===== src/rtl/qdr_req_buffer.sv =====
// Fabric-side request buffer feeding the QDR sniffer slave port: show-ahead FIFO,
// outstanding-read tracking and sticky error flags. Define QDR_REQ_BUF_STATS_EN for the stall counter.
module qdr_req_buffer #(
    parameter int DEPTH     = 16,
    parameter int CNT_WIDTH = 8
) (
    input  logic                 qdr_clk,
    input  logic                 qdr_rst_n,
    input  logic [31:0]          user_addr,
    input  logic                 user_wr_strb,
    input  logic [35:0]          user_wr_data,
    input  logic [3:0]           user_wr_be,
    input  logic                 user_rd_strb,
    output logic [35:0]          user_rd_data,
    output logic                 user_rd_dvld,
    output logic                 user_almost_full,
    output logic                 user_rd_pending,
    output logic                 err_overflow,
    output logic                 err_proto,
    input  logic                 err_clr,
    output logic [31:0]          slave_addr,
    output logic                 slave_wr_strb,
    output logic [35:0]          slave_wr_data,
    output logic [3:0]           slave_wr_be,
    output logic                 slave_rd_strb,
    input  logic [35:0]          slave_rd_data,
    input  logic                 slave_rd_dvld,
    input  logic                 slave_ack,
    output logic [CNT_WIDTH-1:0] stall_cnt
);

    localparam int AW = $clog2(DEPTH);
    localparam logic [AW:0]          PTR_ONE  = (AW+1)'(1);
    localparam logic [AW:0]          AF_LEVEL = (AW+1)'(DEPTH - 2);
    localparam logic [CNT_WIDTH-1:0] CNT_ONE  = CNT_WIDTH'(1);
    localparam logic [CNT_WIDTH-1:0] CNT_MAX  = '1;

    typedef struct packed {
        logic        rnw;
        logic [31:0] addr;
        logic [35:0] data;
        logic [3:0]  be;
    } entry_t;

    entry_t               mem [DEPTH];
    entry_t               head;
    entry_t               push_entry;
    logic [AW:0]          wr_ptr;
    logic [AW:0]          rd_ptr;
    logic [AW:0]          occ;
    logic [AW:0]          occ_next;
    logic                 empty;
    logic                 full;
    logic                 valid;
    logic                 pop;
    logic                 push_req;
    logic                 push_ok;
    logic                 overflow_set;
    logic                 proto_set;
    logic                 rd_inc;
    logic                 rd_dec;
    logic [CNT_WIDTH-1:0] rd_cnt;
    logic [CNT_WIDTH-1:0] rd_cnt_next;

    assign empty = (wr_ptr == rd_ptr);
    assign full  = (wr_ptr[AW] != rd_ptr[AW]) && (wr_ptr[AW-1:0] == rd_ptr[AW-1:0]);
    assign valid = !empty;
    assign pop   = valid & slave_ack;

    // A write wins over a simultaneous read; the read is dropped and flagged.
    assign push_req     = user_wr_strb | user_rd_strb;
    assign push_ok      = push_req & (!full | pop);
    assign overflow_set = push_req & full & !pop;
    assign proto_set    = user_wr_strb & user_rd_strb;
    assign push_entry   = {~user_wr_strb, user_addr, user_wr_data, user_wr_be};

    assign head          = mem[rd_ptr[AW-1:0]];
    assign slave_wr_strb = valid & !head.rnw;
    assign slave_rd_strb = valid & head.rnw;
    assign slave_addr    = valid ? head.addr : '0;
    assign slave_wr_data = valid ? head.data : '0;
    assign slave_wr_be   = valid ? head.be   : '0;

    assign occ    = wr_ptr - rd_ptr;
    assign rd_inc = slave_rd_strb & slave_ack;
    assign rd_dec = slave_rd_dvld & (rd_cnt != '0);

    always_comb begin
        occ_next = occ;
        if (push_ok && !pop) begin
            occ_next = occ + PTR_ONE;
        end else if (!push_ok && pop) begin
            occ_next = occ - PTR_ONE;
        end
    end

    always_comb begin
        rd_cnt_next = rd_cnt;
        if (rd_inc && !rd_dec && (rd_cnt != CNT_MAX)) begin
            rd_cnt_next = rd_cnt + CNT_ONE;
        end else if (rd_dec && !rd_inc) begin
            rd_cnt_next = rd_cnt - CNT_ONE;
        end
    end

    always_ff @(posedge qdr_clk) begin
        if (push_ok) begin
            mem[wr_ptr[AW-1:0]] <= push_entry;
        end
    end

    // Status outputs are registered from next-state values so they never lag.
    always_ff @(posedge qdr_clk or negedge qdr_rst_n) begin
        if (!qdr_rst_n) begin
            wr_ptr           <= '0;
            rd_ptr           <= '0;
            rd_cnt           <= '0;
            user_almost_full <= 1'b0;
            user_rd_pending  <= 1'b0;
            user_rd_data     <= '0;
            user_rd_dvld     <= 1'b0;
            err_overflow     <= 1'b0;
            err_proto        <= 1'b0;
        end else begin
            if (push_ok) begin
                wr_ptr <= wr_ptr + PTR_ONE;
            end
            if (pop) begin
                rd_ptr <= rd_ptr + PTR_ONE;
            end
            rd_cnt           <= rd_cnt_next;
            user_almost_full <= (occ_next >= AF_LEVEL);
            user_rd_pending  <= (rd_cnt_next != '0);
            user_rd_data     <= slave_rd_data;
            user_rd_dvld     <= slave_rd_dvld;
            if (overflow_set) begin
                err_overflow <= 1'b1;
            end else if (err_clr) begin
                err_overflow <= 1'b0;
            end
            if (proto_set) begin
                err_proto <= 1'b1;
            end else if (err_clr) begin
                err_proto <= 1'b0;
            end
        end
    end

`ifdef QDR_REQ_BUF_STATS_EN
    logic [CNT_WIDTH-1:0] stall_q;

    always_ff @(posedge qdr_clk or negedge qdr_rst_n) begin
        if (!qdr_rst_n) begin
            stall_q <= '0;
        end else if (err_clr) begin
            stall_q <= '0;
        end else if (valid && !slave_ack && (stall_q != CNT_MAX)) begin
            stall_q <= stall_q + CNT_ONE;
        end
    end

    assign stall_cnt = stall_q;
`else
    assign stall_cnt = '0;
`endif

endmodule


===== config.mk =====
export PLATFORM = sky130hd
export DESIGN_NAME = qdr_req_buffer
export DESIGN_NICKNAME = d
export VERILOG_FILES = /design/src/rtl/qdr_req_buffer.sv
export SDC_FILE = /design/constraint.sdc
export NUM_CORES = 1
export LEC_CHECK = 0
export CORE_MARGIN = 2
export CORE_UTILIZATION = 60
export CTS_CLUSTER_DIAMETER = 150
export DETAILED_ROUTE_END_ITERATION = 6
export HOLD_SLACK_MARGIN = 0.15
export PLACE_DENSITY_LB_ADDON = 0.1
export SYNTH_ARGS = -nofsm -noshare
export SYNTH_HDL_FRONTEND = slang
export SYNTH_SLANG_ARGS = --single-unit
export TNS_END_PERCENT = 100

===== constraint.sdc =====
create_clock -name qdr_clk -period 21.8 [get_ports qdr_clk]
set_input_delay 4.36 -clock qdr_clk [delete_from_list [all_inputs] [get_ports qdr_clk]]
set_output_delay 4.36 -clock qdr_clk [all_outputs]
set_load 0.05 [all_outputs]

# After elaboration in Yosys (flattened, before gate mapping)
# Memory sizes are Yosys's and may differ from the RTL's.
# Index checks and enable logic that the tools add are counted.
# totals
reg_bits	59
latch_bits	0
mem_bits_rw	1168
romBits	0
inputBits	115
out_inout_bits	123
word_cells	63
n_memories	1
# classes
n_addsub	7
n_mul	0
n_div	0
n_lt_le_gt_ge	1
eq_ne	4
n_shift	0
muxes	12
bitwise_logic	12
reduce_logical	17
# mem_list
name	words	width	read_ports	rd_ports_with_merged_regs	wr	line	rtl
mem	16	73	1	0	1	45	entry_t mem [DEPTH];
# ops
operator	n
$mux 36	1
$mux 32	1
$mux 8	2
$reduce_bool 8->1	2
$add 5x1->5 const B	3
$mux 5	2
$and 1x1->1	9
$add 8x1->8 const B	1
$ne 8x8->1 const B	1
$sub 8x1->8 const B	1
$logic_not 1->1	7
$logic_and 1x1->1	6
$eq 5x5->1	1
$ge 5x4->1 const B	1
$mux 1	5
$sub 5x1->5 const B	1
$sub 5x5->5	1
$eq 4x4->1	1
$mux 4	1
$reduce_bool 2->1	2
$or 1x1->1	2
$ne 1x1->1	1
$not 1->1	1

# Longest topological paths before layout
# depth
depth_word	10
depth_mapped	14
depth_no_buf	10

# Worst setup path before layout
# OpenSTA, ideal clock, no wires.
# synth_timing
kind	input -> register
from	input user_rd_strb
to	memory mem[3][0] in the netlist's numbering, enable pin
setup_ns	0.593
t_arrival_ns	10.074
required_ns	21.207
slack_ns	11.133
path_stages	4
n_path_buf	0
path_cell_list	nor2_1 > a31oi_1 > nand2_1 > nor3_1
# synth_via
elab_chain_len	4
# synth_rtl
item	line	rtl
from (decl)	13	input logic user_rd_strb,
$or 1x1->1	71	assign push_req = user_wr_strb | user_rd_strb;
$and 1x1->1	72	assign push_ok = push_req & (!full | pop);
$mux 1	107	if (push_ok) begin
$mux 1 (not written as such)	108	mem[wr_ptr[AW-1:0]] <= push_entry;
to (decl)	45	
# Every way passes these cells.

# Final worst setup path
# layout_timing
from	register rd_ptr[1]
to	output slave_addr[30]
# layout_via
elab_chain_len	2
word_cells_on_any_way	3
classes_between	1 x eq/ne; 1 x mux; 1 x memory
# layout_rtl
item	line	rtl
from (decl)	49	logic [AW:0] rd_ptr;
from (signal assigned)	129	rd_ptr <= rd_ptr + PTR_ONE;
$mem_v2 16x73 / $eq 5x5->1 (equally long branches)	n/a	
$mux 32 *	80	assign slave_addr = valid ? head.addr : '0;
to (decl)	21	output logic [31:0] slave_addr,
# Every way passes the cells marked *; elsewhere a longest branch is shown, timed or not.

==> summary.txt <==
Clock tree
  • Clock buffer depth: 3
  • H-tree depth: 3
  • Worst skew pair latency: 0.68 ns
  • CTS sink count: 1227
  • Cts hold-fix bufs: 0
  • # Post-CTS Setup Buffers: 0
  • Clock Tree Root: clkbuf_16
  • Worst-path clk slew: 0.06 ns
  • Total CTS buffers: 120
  • PostCTS Resize Cnt: 0
  • TritonCTS clock tree: yes

Worst setup path
  • Critical path cell sequence: buf_4 -> buf_4 -> mux4_2 -> mux4_2 -> nor2b_1 -> clkdlybuf4s50_1
  • Crit Path Class: flip-flop to output pin
  • Worst R2R Setup Slack: 16.29 ns
  • Worst R2R Path Depth: 8
  • Critical Path Start: rd_ptr[1]$_DFFE_PN0P_
  • Critical Path Start Type: flip-flop
  • Critical path arrival: 5.78 ns
  • Worst path slowest cell: dfrtp_4
  • Worst Path Required: 17.44 ns
  • Worst setup EP type: output pin
  • Worst r2r src: rd_ptr[3]$_DFFE_PN0P_
  • R2r endpoint: mem[10][52]$_DFFE_PP_
  • Crit path max fanout: 74
  • Slowest stage delay, CP: 1.10 ns

Logic synthesis
  • Number of synthesized register bits: 1227
  • Top cell type's share of synthesized area: 74.73%
  • Cell Area, Synth: 46940 µm²
  • Synth async-reset ratio: 4.808%
  • Dominant synthesized flop cell: edfxtp_1
  • Mapped Cells: 1960
  • Syn_area_per_cell: 23.95 µm²
  • Synth area leaders: edfxtp_1 (75%), mux4_2 (17%), dfrtp_1 (3.1%)
  • Synth area leader: edfxtp_1
  • Post-synth EDFFs: 1168
  • Post-synthesis sequential area ratio: 77.87%
  • Yosys synthesis warning count: 0
  • Netlist cell types: 55

Final layout
  • Final Instance Count excl. Fillers: 3407
  • Most common cell after layout, fill and taps aside: edfxtp_1
  • Final #Nets: 2389
  • Fin util: 70.31%
  • Share of cells above drive strength 1: 25.79%
  • Area delta synth->final: 16.04%
  • Most frequent cells in the layout: edfxtp_1 (1168), mux4_2 (362), clkdlybuf4s50_1 (228)

Power and ir drop
  • Cell Pwr Density: 149.0 nW/µm²
  • Leakage: 17.35 nW
  • Total power: 0.008116 W
  • Max IR drop VDD: 0.0001451 V

STA
  • Minimum clock period: 10.14 ns
  • RSZ-0062 raised after global routing: no
  • Relative slew slack: 17.21%
  • Final Hold Fails: 0
  • Final setup fails: 0
  • Max Freq: 98.58 MHz
  • Slew @ Worst Pin: 1.239 ns
  • Setup TNS: 0 ns
  • Final Max Tran Viols: 0
  • Clock Skew: 0.01915 ns
  • Fin crit share: 46.53%

Detailed routing
  • Routed WL: 99.32 mm
  • Post-route DRC: 0
  • Iter 0 DRT Violations: 2236
  • Met2 WL: 50.96 mm
  • Vias per cell: 6.290
  • WL met3: 7.493 mm
  • Via count of the routed design: 21.43k
  • DR top layer: met5
  • DRT antenna net count: 0
  • DR pass1 iterations: 5
  • WL/cell: 29.15 µm
  • WL met1: 39.42 mm

Min path
  • Hold Startpoint: err_proto$_DFFE_PN0P_
  • Class of the worst hold path: flip-flop to flip-flop
  • Worst Hold End: err_proto$_DFFE_PN0P_
  • Worst Hold Depth: 2

Floorplan
  • Die height: 283.7 µm
  • I/O pin count: 238
  • Die X: 283.7 µm
  • Rows: 102
  • Die ar.: 80480 µm²
  • Core ar.: 77470 µm²
  • Initial cell density of the core: 60.59%

GRT
  • Gr usage total: 25.31%
  • First-pass GRT wire length: 148.6 mm
  • Initial antenna violation count: 6
  • Vias in the first global route: 22.50k
  • Largest net degree at the start of global routing: 75
  • Total gr overflow: 0

Placement
  • Cells after DPL: 3177
  • Final HPWL DP: 50.20 mm
  • Port Buf Inserts: 229
  • Gp weighted congestion: 0.7499

Outcome
  • Status: completed

Job
  • Max cap viols: 0
==> cell usage after synthesis, drive strengths merged, types with 3 or more instances <==
cell type,count
edfxtp,1168
mux4,362
nor2b,75
dfrtp,59
clkbuf,54
buf,50
nor2,24
xnor2,15
ha,14
inv,14
nand2,14
o21ai,11
nor3,10
nand3,8
and3,6
a21oi,5
and2,5
nand4,5
mux2i,4
nand2b,4
o211ai,4
or3,4
or4,4
a31oi,3
o21a,3
o22ai,3
xor2,3
==> worst max-delay path: cells and delay by family, from the launching register on <==
kind	cells	cell delay [ns]
multiplexers	2	0.97
buffers and inverters	3	2.64
flip-flops	1	1.10
AND/OR/NAND/NOR	1	0.16
==> flip-flops by register name (all words and copies together), names as in the netlist, 5 cells and up <==
name and flops:
rd_cnt 8, wr_ptr 5, mem 1168, user_rd_data 36, rd_ptr 5
==> layer usage <==
layer | vias to the layer above | track usage [%]
met5 | - | 0
met4 | 8 | 5.635
met3 | 128 | 4.309
met2 | 848 | 41.98
met1 | 11496 | 36.19
li1 | 8951 | -
==> stage by stage <==
| step | setup WS [ns] | area, µm² | hold slack (ns) |
|---|---|---|---|
| after floorplan | 11.13 | 46960 | 0.4863 |
| after global placement | 12.31 | 50570 | 0.5145 |
| after detailed placement | 12.33 | 50570 | 0.5150 |
| after CTS | 11.59 | 54460 | 0.5251 |
| after global routing | 11.43 | 54460 | 0.5468 |
| final | 11.66 | 54460 | 0.5181 |
==> cells by family (layout without fill, tap and decap cells) <==
| family | after synthesis | after routing | share of synthesized area, % |
|---|---|---|---|
| flip-flops | 1227 | 1227 | 77.87 |
| multiplexers | 367 | 367 | 17.48 |
| AND/OR/NAND/NOR | 167 | 167 | 2.018 |
| buffers and inverters | 118 | 516 | 1.077 |
| AO/OA/AOI/OAI | 46 | 46 | 0.7438 |
| XOR/XNOR | 19 | 19 | 0.3839 |
| adder cells (fa/ha/maj) | 15 | 15 | 0.4159 |
| other | 1 | 10 | 0.007990 |
==> how the worst max path moves through the flow <==
stage / to / slack, ns
floorplan: mem[3][0]$_DFFE_PP_ / 11.13
global placement: slave_wr_data[35] / 12.31
detailed placement: slave_wr_data[35] / 12.33
CTS: slave_wr_data[6] / 11.59
global route: slave_addr[26] / 11.43
finish: slave_addr[30] / 11.66
==> where the power goes <==
group / internal (W) / switching, W / total, W
Clock: 0.00117 / 0.000852 / 0.00202
Sequential: 0.00294 / 0.000162 / 0.00310
Combinational: 0.00125 / 0.00174 / 0.00299
==> area by class of cell <==
type,instances,area (µm²)
Antenna cell,2,5.005
Clock buffer,138,3092
Clock inverter,90,798.3
Fill cell,4625,23000
Inverter,14,57.56
Multi-Input combinational cell,622,10020
Sequential cell,1227,36560
Tap cell,1040,1301
Timing Repair Buffer,274,2625
(Power assumes the default switching activity.)
